<file path="src/rtl/sram_bist.sv">
`timescale 1ns/1ps
// Built-in self-test sequencer for a single-port SRAM with registered read data.
// Runs a four-pass write/verify march and reports the first failing address/data.
module sram_bist #(
    parameter int unsigned ADR   = 8,
    parameter int unsigned Data  = 8,
    parameter int unsigned Depth = 256
) (
    input  logic            CLK,
    input  logic            RST,
    input  logic            Start,
    output logic            Busy,
    output logic            Done,
    output logic            Pass,
    output logic [ADR-1:0]  FailAddr,
    output logic [Data-1:0] FailData,
    output logic [Data-1:0] MemDataIn,
    output logic [ADR-1:0]  MemAddr,
    output logic            MemCS,
    output logic            MemWE,
    output logic            MemRD,
    input  logic [Data-1:0] MemDataOut
);

    typedef enum logic [2:0] {
        S_IDLE, S_WR0, S_RD0, S_CHK0, S_WR1, S_RD1, S_CHK1, S_DONE
    } state_t;

    localparam logic [ADR-1:0] LAST = ADR'(Depth - 1);

    function automatic logic [Data-1:0] pat(input logic [ADR-1:0] a);
        logic [Data-1:0] alt;
        alt = '0;
        for (int unsigned i = 0; i < Data; i++) alt[i] = (i % 2 == 0);
        return Data'(a) ^ alt;
    endfunction

    state_t          state_q, state_d;
    logic [ADR-1:0]  addr_q, addr_d;
    logic            pv_q, pv_d;
    logic [ADR-1:0]  p_addr_q, p_addr_d;
    logic [Data-1:0] p_exp_q, p_exp_d;
    logic            busy_q, busy_d, done_q, done_d, pass_q, pass_d;
    logic [ADR-1:0]  fail_addr_q, fail_addr_d;
    logic [Data-1:0] fail_data_q, fail_data_d;
    logic [Data-1:0] din_q, din_d;
    logic            cs_q, cs_d, we_q, we_d, rd_q, rd_d;
    logic            mismatch, last;

    always_comb begin
        state_d     = state_q;
        addr_d      = addr_q;
        pv_d        = 1'b0;
        p_addr_d    = p_addr_q;
        p_exp_d     = p_exp_q;
        pass_d      = pass_q;
        fail_addr_d = fail_addr_q;
        fail_data_d = fail_data_q;
        mismatch    = pv_q && (MemDataOut != p_exp_q);
        last        = (addr_q == LAST);

        case (state_q)
            S_IDLE: begin
                if (Start) begin
                    state_d     = S_WR0;
                    addr_d      = '0;
                    pass_d      = 1'b0;
                    fail_addr_d = '0;
                    fail_data_d = '0;
                end
            end
            S_WR0, S_WR1: begin
                if (last) begin
                    state_d = (state_q == S_WR0) ? S_RD0 : S_RD1;
                    addr_d  = '0;
                end else begin
                    addr_d = addr_q + 1'b1;
                end
            end
            S_RD0, S_RD1: begin
                // Track the read presented this cycle; its data returns next cycle.
                pv_d     = ~mismatch;
                p_addr_d = addr_q;
                p_exp_d  = (state_q == S_RD0) ? pat(addr_q) : ~pat(addr_q);
                if (last) begin
                    state_d = (state_q == S_RD0) ? S_CHK0 : S_CHK1;
                    addr_d  = '0;
                end else begin
                    addr_d = addr_q + 1'b1;
                end
            end
            S_CHK0:  state_d = S_WR1;
            S_CHK1:  state_d = S_DONE;
            S_DONE:  state_d = S_IDLE;
            default: state_d = S_IDLE;
        endcase

        if (mismatch) begin
            state_d     = S_DONE;
            fail_addr_d = p_addr_q;
            fail_data_d = MemDataOut;
        end
        if (state_d == S_DONE && state_q != S_DONE) pass_d = ~mismatch;

        // Outputs are derived from the next state so they register alongside it.
        busy_d = state_d inside {S_WR0, S_RD0, S_CHK0, S_WR1, S_RD1, S_CHK1};
        done_d = (state_d == S_DONE);
        we_d   = state_d inside {S_WR0, S_WR1};
        rd_d   = state_d inside {S_RD0, S_RD1};
        cs_d   = we_d | rd_d;
        if (!cs_d) addr_d = '0;
        din_d  = (state_d == S_WR0) ? pat(addr_d) :
                 (state_d == S_WR1) ? ~pat(addr_d) : '0;
    end

    always_ff @(posedge CLK) begin
        if (RST) begin
            state_q     <= S_IDLE;
            addr_q      <= '0;
            pv_q        <= 1'b0;
            p_addr_q    <= '0;
            p_exp_q     <= '0;
            busy_q      <= 1'b0;
            done_q      <= 1'b0;
            pass_q      <= 1'b0;
            fail_addr_q <= '0;
            fail_data_q <= '0;
            din_q       <= '0;
            cs_q        <= 1'b0;
            we_q        <= 1'b0;
            rd_q        <= 1'b0;
        end else begin
            state_q     <= state_d;
            addr_q      <= addr_d;
            pv_q        <= pv_d;
            p_addr_q    <= p_addr_d;
            p_exp_q     <= p_exp_d;
            busy_q      <= busy_d;
            done_q      <= done_d;
            pass_q      <= pass_d;
            fail_addr_q <= fail_addr_d;
            fail_data_q <= fail_data_d;
            din_q       <= din_d;
            cs_q        <= cs_d;
            we_q        <= we_d;
            rd_q        <= rd_d;
        end
    end

    assign Busy      = busy_q;
    assign Done      = done_q;
    assign Pass      = pass_q;
    assign FailAddr  = fail_addr_q;
    assign FailData  = fail_data_q;
    assign MemDataIn = din_q;
    assign MemAddr   = addr_q;
    assign MemCS     = cs_q;
    assign MemWE     = we_q;
    assign MemRD     = rd_q;

endmodule
</file>
<file path="config.mk">
export PLATFORM = sky130hd
export DESIGN_NAME = sram_bist
export DESIGN_NICKNAME = d
export VERILOG_FILES = /design/src/rtl/sram_bist.sv
export SDC_FILE = /design/constraint.sdc
export NUM_CORES = 1
export LEC_CHECK = 0
export BUFFER_PORTS_ARGS = -buffer_cell sky130_fd_sc_hd__buf_2
export CAP_MARGIN = 20
export CORE_ASPECT_RATIO = 2
export CORE_UTILIZATION = 45
export CTS_BUF_LIST = sky130_fd_sc_hd__clkbuf_8
export DETAILED_ROUTE_END_ITERATION = 8
export GPL_TIMING_DRIVEN = 0
export PLACE_DENSITY = 0.69
export RECOVER_POWER = 100
export SYNTH_ARGS = -nofsm -noshare
export SYNTH_HDL_FRONTEND = slang
export SYNTH_SLANG_ARGS = --single-unit
</file>
<file path="constraint.sdc">
create_clock -name CLK -period 2.05 [get_ports CLK]
set_clock_uncertainty 0.15 [all_clocks]
set_input_delay 0.3075 -clock CLK [delete_from_list [all_inputs] [get_ports CLK]]
set_output_delay 0.3075 -clock CLK [all_outputs]
set_load 0.01 [all_outputs]
</file>
==> reports/results.tsv <==
stage	metric	value	unit
setup_path	arrival time at the worst endpoint	2.08	ns
synth	prevailing post-synth register cell	dfxtp_1	
synth	Yosys top cell by area	dfxtp_1	
sta	remaining max-slew budget at the tightest pin	0.630	
power	share of total power in combinational logic	0.083	
route	Routed wire per std cell	15.9	µm
power	total power of the final layout	2.53	mW
synth	total number of yosys warnings	0	
die	num rows	41	
synth	count of flip-flops with a built-in enable after synthesis	0	
hold_path	Min-Delay Path Class	in2reg	
synth	post-synth net total	331	
route	number of nets with antenna violations after routing	0	
die	area of the placeable core	6260	µm²
layout	number of diodes added for antenna fixing	0	
setup_path	largest delay contributor family on the critical path	compound AO/OA/AOI/OAI gates	
clock_network	clock latency at the later pin of the worst-skew pair	0.35	ns
sta	transition time at the pin with the least slew margin	0.555	ns
placement	HPWL after detailed placement	5.35	mm
power	sequential fraction of design power	0.457	
die	Top Ports	49	
die	die outline height	116	µm
die	DIE WIDTH	58.9	µm
power	maximum ir drop on the vdd rail	0.426	mV
outcome	outcome	finished, final reports clean	
layout	Post-layout nets	399	
die	initial cell density of the core	0.465	
synth	number of unique standard cell types used by synthesis	54	
route	mean number of vias per cell	5.41	
synth	Syn Std Cell Area	2910	µm²
sta	Final Hold Fails	0	
placement	post-placement cell count	453	
layout	top library cells by usage in the layout, fill and taps aside	dfxtp_1 (54), nor2_1 (47), clkbuf_1 (41)	
sta	pins over their slew limit	0	
setup_path	stage delay of the slowest cell on the critical path	0.33	ns
setup_path	critical path launch point type	flip-flop	
sta	Setup-failing EPs final	0	
setup_path	endpoint class of the critical path	flip-flop	
sta	hold_ws	0.0784	ns
global_route	largest net degree at the start of global routing	11	
placement	count of input and output buffers	48	
setup_path	data required time at the worst endpoint	2.12	ns
clock_network	root buffer selected by CTS	clkbuf_8	
job	count of max-cap constraint violations	0	
layout	P&R area growth vs syn	27.6	%
clock_network	clock net sink count	58	
synth	cell types occupying the most area after synthesis	dfxtp_1 (40%), mux2i_1 (11%), nor2_1 (6.3%)	
route	drc violations	0	
clock_network	# H-tree levels	3	
setup_path	Max FO, Critical Path	9	
placement	placement-stage worst setup slack	-0.391	ns
placement	global placer's final weighted congestion	0.859	
route	Vias	2584	
setup_path	critical path start-end classification	reg2reg	
clock_network	clock slew at reported path FFs	0.07	ns
setup_path	crit path buf inv count	2	
clock_network	CTS tree	yes	
synth	Async S/R FF share, synth	0	
setup_path	critical path cell sequence	clkbuf_4, nand4_1, o22ai_4, a31oi_4, buf_12, xnor2_4, nor3b_1	
layout	fillcell total	581	
power	reported leakage power	1.49	nW
layout	most frequent standard cell in the layout excluding fill and tap cells	dfxtp_1	
route	first drt pass iteration count	4	
synth	Seq/Total Area, Yosys	0.399	
synth	flops & latches, synth	58	
layout	final core utilization	0.594	
clock_network	number of hold-repair buffers added at the cts stage	0	
power	switching part of the total	0.234	
clock_network	Bufs on Longest Clock Path	2	
layout	share of layout cells above drive strength 1	0.227	
route	wire length after detailed routing	7.62	mm
sta	time the worst path needs with I/O delays and setup	2.01	ns
power	Cell Int Power	1.94	mW
global_route	final global-route overflow total	0	
setup_path	Worst path slowest cell	dfxtp_1	
sta	setup slack of the critical path after layout	0.0420	ns
global_route	vias in the first global route	2506	
power	reported net switching power	0.591	mW
power	Clock power frac	0.460	
global_route	initial antenna violation count	0	
clock_network	TritonCTS buffer count	9	
global_route	wire length of the first global-routing pass	11.9	mm
layout	non-filler cells, final	478	
die	die outline area	6820	µm²
sta	Highest Clock Rate	498	MHz
synth	Avg Synthesized Cell Area	9.13	µm²
power	pwr/cell area	680	nW/µm²
sta	final worst path period share	0.980	
route	violation count after the first detailed-route iteration	61	
global_route	GRT Resource Usage Total	0.235	
sta	setup repair after global routing missed its margin	true	
synth	top cell type's share of synthesized area	0.399	
synth	post-synthesis cell count	319	
-- power groups by stage --
| stage | registers (mW) | clock network (mW) | logic (mW) |
|---|---|---|---|
| after floorplan | 1.19 | 0 | 0.112 |
| after global placement | 1.18 | 0 | 0.174 |
| after detailed placement | 1.18 | 0 | 0.176 |
| after CTS | 1.16 | 1.18 | 0.197 |
| after global routing | 1.16 | 1.23 | 0.224 |
| final | 1.16 | 1.16 | 0.209 |
-- repair_timing --
action                                  4_1_cts  5_1_grt
endpoints found under the setup margin       44       34
resized for setup                            25       21
pin swaps                                     4        9
gates cloned                                  1        0
setup buffers                                 3        5
-- sequential cells by signal (all words and copies together), names as in the netlist --
| signal | flops |
|---|---|
| Pass | 1 |
| pv_q | 1 |
| state_q | 3 |
| FailAddr | 8 |
| Done | 1 |
| Busy | 1 |
| MemWE | 1 |
| FailData | 8 |
| MemCS | 1 |
| MemAddr | 8 |
| p_exp_q | 8 |
| p_addr_q | 8 |
| MemDataIn | 8 |
| MemRD | 1 |
-- cell type report --
type,instances,area [µm²],share of cell area
Sequential cell,58,1170,0.316
Tap cell,86,108,0.0290
Inverter,2,7.51,0.00202
Multi-Input combinational cell,236,1790,0.480
Buffer,24,155,0.0418
Clock buffer,10,138,0.0370
Clock inverter,6,81.3,0.0219
Timing Repair Buffer,56,268,0.0721
-- cells in the mapped netlist (6+ instances only) --
| cell | number |
|---|---|
| o21a_1 | 6 |
| nand2_1 | 14 |
| mux2i_1 | 32 |
| nor2b_1 | 17 |
| dfxtp_1 | 58 |
| xnor2_1 | 10 |
| nor2_1 | 49 |
| a21oi_1 | 11 |
| buf_2 | 10 |
| o21ai_0 | 8 |
| a211oi_1 | 12 |
| nor3_1 | 11 |
| clkbuf_1 | 7 |
| nand3_1 | 9 |
-- worst reg2reg max path, cell delays in order, from the launching register on --
cell and delay [ns]:
dfxtp_1 0.33, clkbuf_4 0.20, nand4_1 0.23, o22ai_4 0.31, a31oi_4 0.20, buf_12 0.19
xnor2_4 0.21, nor3b_1 0.08
-- routing by layer --
metal / vias up / share of wire / GRT usage
li1: 1262 / - / -
met1: 1221 / 0.37 / 0.226
met2: 75 / 0.55 / 0.432
met3: 26 / 0.040 / 0.0513
met4: 0 / 0.042 / 0.149
met5: - / 0 / 0
-- worst paths after layout --
path / from / to / slack, ns / cells past startpoint
max: MemAddr[4] / MemAddr[0] / 0.04 / 7
min: MemDataOut[6] / FailData[6] / 0.08 / 3
max reg2reg: MemAddr[4] / MemAddr[0] / 0.04 / 7
min reg2reg: p_addr_q[3] / p_addr_q[3] / 0.35 / 2
-- logic make-up after synthesis --
kind of cell    count (synthesis)  share of synthesized area
compound gates                 62                      0.170
xor+xnor                       13                     0.0417
flops                          58                      0.399
simple gates                  127                      0.230
buf+inv                        26                     0.0456
fa+ha+maj                       1                    0.00430
mux                            32                      0.110
-- through the flow --
step	instance area, µm²	TNS, ns
floorplan	2920	0
global placement	3270	-8.11
detailed placement	3270	-8.28
CTS	3650	-0.00807
global route	3720	-0.0840
finish	3720	0
Note: power is estimated with default switching activity, not from simulation.
